## config.mk

```make
export PLATFORM = sky130hd
export DESIGN_NAME = ppu_linebuf_ctrl
export DESIGN_NICKNAME = d
export VERILOG_FILES = /design/src/rtl/ppu_pkg.sv /design/src/rtl/ppu_linebuf_ram.sv /design/src/rtl/ppu_linebuf_ctrl.sv
export SDC_FILE = /design/constraint.sdc
export NUM_CORES = 2
export LEC_CHECK = 0
export ABC_AREA = 1
export CAP_MARGIN = 20
export CORE_MARGIN = 5
export CORE_UTILIZATION = 65
export CTS_BUF_LIST = sky130_fd_sc_hd__clkbuf_4
export CTS_CLUSTER_DIAMETER = 30
export DETAILED_ROUTE_END_ITERATION = 8
export MAX_ROUTING_LAYER = met4
export PLACE_DENSITY_LB_ADDON = 0.25
export SLEW_MARGIN = 10
export SYNTH_ARGS = -nofsm -noshare
export SYNTH_HDL_FRONTEND = slang
export SYNTH_SLANG_ARGS = --single-unit
```

## constraint.sdc

```tcl
create_clock -name clk_in -period 2.2 [get_ports clk_in]
set_input_delay 0.66 -clock clk_in [delete_from_list [all_inputs] [get_ports clk_in]]
set_output_delay 0.66 -clock clk_in [all_outputs]
set_load 0.02 [all_outputs]
```

## src/rtl/ppu_pkg.sv

```systemverilog
// Shared constants and buffer-state encoding for the PPU scanline buffer.
package ppu_pkg;
  localparam int PIX_W = 6;
  localparam int AW = 8;
  localparam int LINE_W = 256;
  localparam logic [PIX_W-1:0] UNDERRUN_IDX = 6'h0f;

  typedef enum logic [1:0] {
    EMPTY   = 2'd0,
    FILLING = 2'd1,
    FULL    = 2'd2,
    SCAN    = 2'd3
  } buf_st_t;
endpackage

```

## src/rtl/ppu_linebuf_ram.sv

```systemverilog
// Two banks of 2**AW x PIX_W, one write and one registered read port; infers block RAM.
module ppu_linebuf_ram #(
  parameter int PIX_W = ppu_pkg::PIX_W,
  parameter int AW    = ppu_pkg::AW
) (
  input  logic             clk,
  input  logic             we,
  input  logic             wbank,
  input  logic [AW-1:0]    waddr,
  input  logic [PIX_W-1:0] wdata,
  input  logic             rbank,
  input  logic [AW-1:0]    raddr,
  output logic [PIX_W-1:0] rdata
);
  logic [PIX_W-1:0] mem [0:(2**(AW+1))-1];

  always_ff @(posedge clk) begin
    if (we) mem[{wbank, waddr}] <= wdata;
    rdata <= mem[{rbank, raddr}];
  end
endmodule

```

## src/rtl/ppu_linebuf_ctrl.sv

```systemverilog
// Ping-pong scanline buffer between PPU renderer and VGA scanout; read latency 1.
// PPU_LINEBUF_STATS_EN enables the saturating underrun counter (tied to zero otherwise).
module ppu_linebuf_ctrl #(
  parameter int PIX_W = ppu_pkg::PIX_W,
  parameter int LINE_W = ppu_pkg::LINE_W,
  parameter int AW = ppu_pkg::AW,
  parameter logic [PIX_W-1:0] UNDERRUN_IDX = ppu_pkg::UNDERRUN_IDX
) (
  input  logic             clk_in,
  input  logic             rst_in,
  input  logic             frame_start_in,
  input  logic             line_start_in,
  input  logic [9:0]       nes_y_in,
  input  logic             wr_valid_in,
  input  logic [PIX_W-1:0] wr_data_in,
  output logic             wr_ready_out,
  input  logic [AW-1:0]    rd_x_in,
  output logic [PIX_W-1:0] rd_data_out,
  output logic             line_valid_out,
  output logic [7:0]       underrun_cnt_out
);
  import ppu_pkg::*;

  buf_st_t st [2];
  buf_st_t st_n [2];
  logic wr_sel, rd_sel, wr_sel_n, rd_sel_n;
  logic [AW-1:0] wr_ptr, wr_ptr_n;
  logic [9:0] last_y, last_y_n;
  logic last_y_vld, last_y_vld_n;
  logic rdy_q, scan_q;
  logic [PIX_W-1:0] ram_q;
  logic wr_fire, last_pix, new_line;

  assign wr_fire  = wr_valid_in && rdy_q;
  assign last_pix = (int'(wr_ptr) == LINE_W - 1);
  // A repeated y is the line doubler re-scanning the same NES line.
  assign new_line = line_start_in && (!last_y_vld || (nes_y_in != last_y));

  always_comb begin
    st_n[0]      = st[0];
    st_n[1]      = st[1];
    wr_sel_n     = wr_sel;
    rd_sel_n     = rd_sel;
    wr_ptr_n     = wr_ptr;
    last_y_n     = last_y;
    last_y_vld_n = last_y_vld;
    if (frame_start_in) begin
      st_n[0]      = EMPTY;
      st_n[1]      = EMPTY;
      wr_sel_n     = 1'b0;
      rd_sel_n     = 1'b1;
      wr_ptr_n     = '0;
      last_y_vld_n = 1'b0;
    end else begin
      if (wr_fire) begin
        wr_ptr_n = wr_ptr + 1'b1;
        if (last_pix) begin
          st_n[wr_sel] = FULL;
          wr_sel_n     = ~wr_sel;
        end else begin
          st_n[wr_sel] = FILLING;
        end
      end
      // Eligibility is judged on start-of-cycle state only.
      if (new_line) begin
        last_y_n     = nes_y_in;
        last_y_vld_n = 1'b1;
        if (st[rd_sel] == SCAN) st_n[rd_sel] = EMPTY;
        if (st[~rd_sel] == FULL) begin
          rd_sel_n      = ~rd_sel;
          st_n[~rd_sel] = SCAN;
        end
      end
    end
  end

  always_ff @(posedge clk_in or negedge rst_in) begin
    if (!rst_in) begin
      st[0]      <= EMPTY;
      st[1]      <= EMPTY;
      wr_sel     <= 1'b0;
      rd_sel     <= 1'b1;
      wr_ptr     <= '0;
      last_y     <= '0;
      last_y_vld <= 1'b0;
      rdy_q      <= 1'b0;
      scan_q     <= 1'b0;
    end else begin
      st[0]      <= st_n[0];
      st[1]      <= st_n[1];
      wr_sel     <= wr_sel_n;
      rd_sel     <= rd_sel_n;
      wr_ptr     <= wr_ptr_n;
      last_y     <= last_y_n;
      last_y_vld <= last_y_vld_n;
      rdy_q      <= (st_n[wr_sel_n] == EMPTY) || (st_n[wr_sel_n] == FILLING);
      scan_q     <= (st[rd_sel] == SCAN);
    end
  end

  ppu_linebuf_ram #(.PIX_W(PIX_W), .AW(AW)) u_ram (
    .clk   (clk_in),
    .we    (wr_fire && !frame_start_in),
    .wbank (wr_sel),
    .waddr (wr_ptr),
    .wdata (wr_data_in),
    .rbank (rd_sel),
    .raddr (rd_x_in),
    .rdata (ram_q)
  );

  assign wr_ready_out   = rdy_q;
  assign rd_data_out    = scan_q ? ram_q : UNDERRUN_IDX;
  assign line_valid_out = (st[rd_sel] == SCAN);

`ifdef PPU_LINEBUF_STATS_EN
  logic underrun;
  logic [7:0] urun_cnt;
  assign underrun = new_line && !frame_start_in && (st[~rd_sel] != FULL);

  always_ff @(posedge clk_in or negedge rst_in) begin
    if (!rst_in) urun_cnt <= 8'h00;
    else if (frame_start_in) urun_cnt <= 8'h00;
    else if (underrun && (urun_cnt != 8'hff)) urun_cnt <= urun_cnt + 8'h01;
  end
  assign underrun_cnt_out = urun_cnt;
`else
  assign underrun_cnt_out = 8'h00;
`endif
endmodule

```

==> out/summary.txt <==
status = complete, but fails checks
failing checks = negative setup slack
GR Overflow Total = 0
mean number of vias per cell = 6.122
most frequent cells after synthesis = 3,156 x nand2_1, 3,086 x nand3_1, 3,072 x edfxtp_1
period utilisation layout = 1.451
RSZ-0062 raised after global routing = true
clock network power share = 0.390
Syn-to-layout area delta = 16.94%
vias in the first global route = 91,777
Vias = 93,036
LEAKAGE = 54.97 nW
post-route cell area = 148,900 sq um
CP cell instances = nand2_1, nor2_4, nor2_4, inv_4, buf_8
number of I/O port buffers = 36
Core Area = 194,800 sq um
Area contributors post-synth = edfxtp_1 72%, nand3_1 12%, nand2_1 9.3%
worst min path class = input port to flop
Synth area leader = edfxtp_1
VDD IR max = 742.6 uV
fraction of synthesized cell area in xor and xnor cells = 0.0002752
synthesized cell area = 127,300 sq um
sequential share of power = 0.540
sequential-to-total area share from yosys stat = 0.7310
FF-to-FF setup slack = 0 ns
Post-Syn Area per Cell = 11.82 sq um
CTS Buf Count = 769
worst skew pair latency = 1.48 ns
drt total wl = 356,100 um
DP HPWL = 221,700 um
fraction of registers with async set/reset = 0.008696
TritonCTS sink count = 3,105
endpoints failing setup = 9
Max-cap violations = 0
DP Worst Slack = -0.8729 ns
FMAX = 0.3133 GHz
Max stage delay on crit path = 0.56 ns
Compound-Gate Fraction of Synth Area = 0.001641
Die Span Y = 452.5 um
slack of the critical path = -0.9916 ns
clk_skew = 0.1078 ns
number of synthesized flops with an enable pin = 3,072
DP Area = 138,800 sq um
initial DRC count = 14,258
Inst Count DP = 13,843
share of layout cells above drive strength 1 = 0.1944
Post-Synth Simple-Gate Area = 0.2308
Power Internal = 92.16 mW
Yosys warning count = 0
GRT Resource Usage Total = 0.3563
io pins = 45
Fin Hold WS = 0.1561 ns
Gate Count Post-Synth = 10,765
delay-heaviest family, CP = flip-flops
FILL cells = 11,826
CP arrival = 2.53 ns
Total Negative Setup Slacks = -6.497 ns
clk buf depth = 4
net switching power = 28.28 mW
buffer and inverter count on the worst path = 2
Clk pin slew, worst setup/hold paths = 0.06 ns
TritonCTS clock tree = built
post-DR wirelength/cell = 23.43 um
Site Rows = 162
CP max FO = 3
most used cell, CP = nor2_4
FF+latch count, synth = 3,105
Adder-Cell Fraction of Synth Area = 0.0003932
Final Hold Fails = 0
mux share of post-synthesis cell area = 0
part of the power in combinational logic = 0.070
Max Slew Vio Count = 0
actual slew at the worst max-slew pin = 0.7515 ns
GPL Wtd Cong = 0.9599
CP max-delay cell = dfstp_2
nets@finish = 12,048
kind of critical path = flop to primary output
first-pass GRT wire length = 535,200 um
1st-pass router iterations = 8
non-filler cells, final = 15,197
data required time of the worst path = 1.54 ns
PD cells = 809.1 nW/um^2
Synth Flop Type = edfxtp_1
largest net degree at the start of global routing = 94
startpoint types = flop
fin crit period = 3.192 ns
most frequent cell after synthesis = nand2_1
drc violations = 0
Rel. slew slack = 0.4990
H-tree depth = 6
largest family of logic cells by synthesized area = simple AND/OR/NAND/NOR gates
total power = 120.4 mW
Yosys top cell area share = 0.7247
synth unique cells = 34
ANT nets after route = 0
crit end category = primary output
switching share of power = 0.2348
initial antenna violation count = 8
die area = 204,800 sq um
Die Wd = 452.5 um
Initial Util = 0.6535
CTS root buffer = clkbuf_4
post-layout utilization of the core = 0.7642
layout make-up:
class | instances | area (sq um) | area share
diodes | 11 | 27.53 | 0.0001849
clock buffers | 1103 | 8280 | 0.05563
clock inverters | 215 | 1220 | 0.008195
inverters | 52 | 247.7 | 0.001664
multi-input cells | 6845 | 30140 | 0.2025
flip-flops and latches | 3105 | 93050 | 0.6251
well taps | 2624 | 3283 | 0.02206
repair buffers | 1242 | 12610 | 0.08473
cell families (layout without fill, tap and decap cells):
kind of cell    count (synthesis)  in the layout
compound gates                 37             37
xor+xnor                        4              4
fa+ha+maj                       4              4
buf+inv                       822           2612
flops                        3105           3105
other cells                     1             19
simple gates                 6792           6792
per-layer routing:
| layer | GRT usage | part of all wire | vias to the layer above |
|---|---|---|---|
| met1 | 0.4623 | 0.35 | 43978 |
| li1 | - | - | 41172 |
| met3 | 0.07769 | 0.13 | 1112 |
| met2 | 0.5378 | 0.47 | 6774 |
| met5 | - | 0 | - |
| met4 | 0.1834 | 0.054 | 0 |
final timing paths:
path	cells after the start	startpoint	endpoint
setup / recovery	5	rd_sel	line_valid_out
hold / removal	2	wr_data_in[4]	u_ram.mem[255][4]
hold reg to reg	2	last_y[8]	last_y[8]
min in group asynchronous	4	rst_in	last_y_vld
max in group asynchronous	4	rst_in	wr_sel
setup reg to reg	6	wr_ptr[1]	u_ram.mem[341][0]
state kept, by name, summed over array words and instances, names as in the netlist:
name	cells
st	4
last_y_vld	1
wr_ready_out	1
u_ram.mem	3072
u_ram.rdata	6
last_y	10
wr_sel	1
wr_ptr	8
scan_q	1
rd_sel	1
timing repair:
action	4_1_cts	5_1_grt
pin swaps	5	2
setup buffers	5	0
endpoints found under the hold margin	3042	0
hold buffers	21	0
setup endpoints to repair	29	104
resized for setup	63	14
gates cloned	0	1
cells in the final DEF, fill, tap and decap left out, types with 3 or more instances in the layout:
cell type	count
nor2_4	8
clkdlybuf4s50_1	15
a21oi_1	8
nand3_1	3066
nand3_4	15
o22ai_1	3
nor3_1	7
buf_8	10
dlygate4sd3_1	20
dfrtp_2	3
nor2_1	511
buf_12	244
inv_2	14
inv_1	40
nand2_1	3148
inv_8	3
nand3_2	5
buf_6	9
bufinv_16	14
ha_1	3
o21ai_0	21
conb_1	8
dfxtp_1	6
edfxtp_1	3072
buf_4	939
clkinv_1	160
nand2_8	6
diode_2	11
clkbuf_4	1103
dfrtp_1	23
xor2_1	3
clkinv_2	29
inv_4	3
nor2_2	18
power groups by stage:
stage / Clock, mW / Combinational (mW) / Sequential [mW]
floorplan: 0 / 4.10 / 66.3
global placement: 0 / 7.89 / 66.3
detailed placement: 0 / 8.07 / 66.3
CTS: 47.5 / 8.17 / 65.0
global route: 51.0 / 8.90 / 65.0
finish: 47.0 / 8.40 / 65.1
Note: power is estimated with default switching activity, not from simulation.
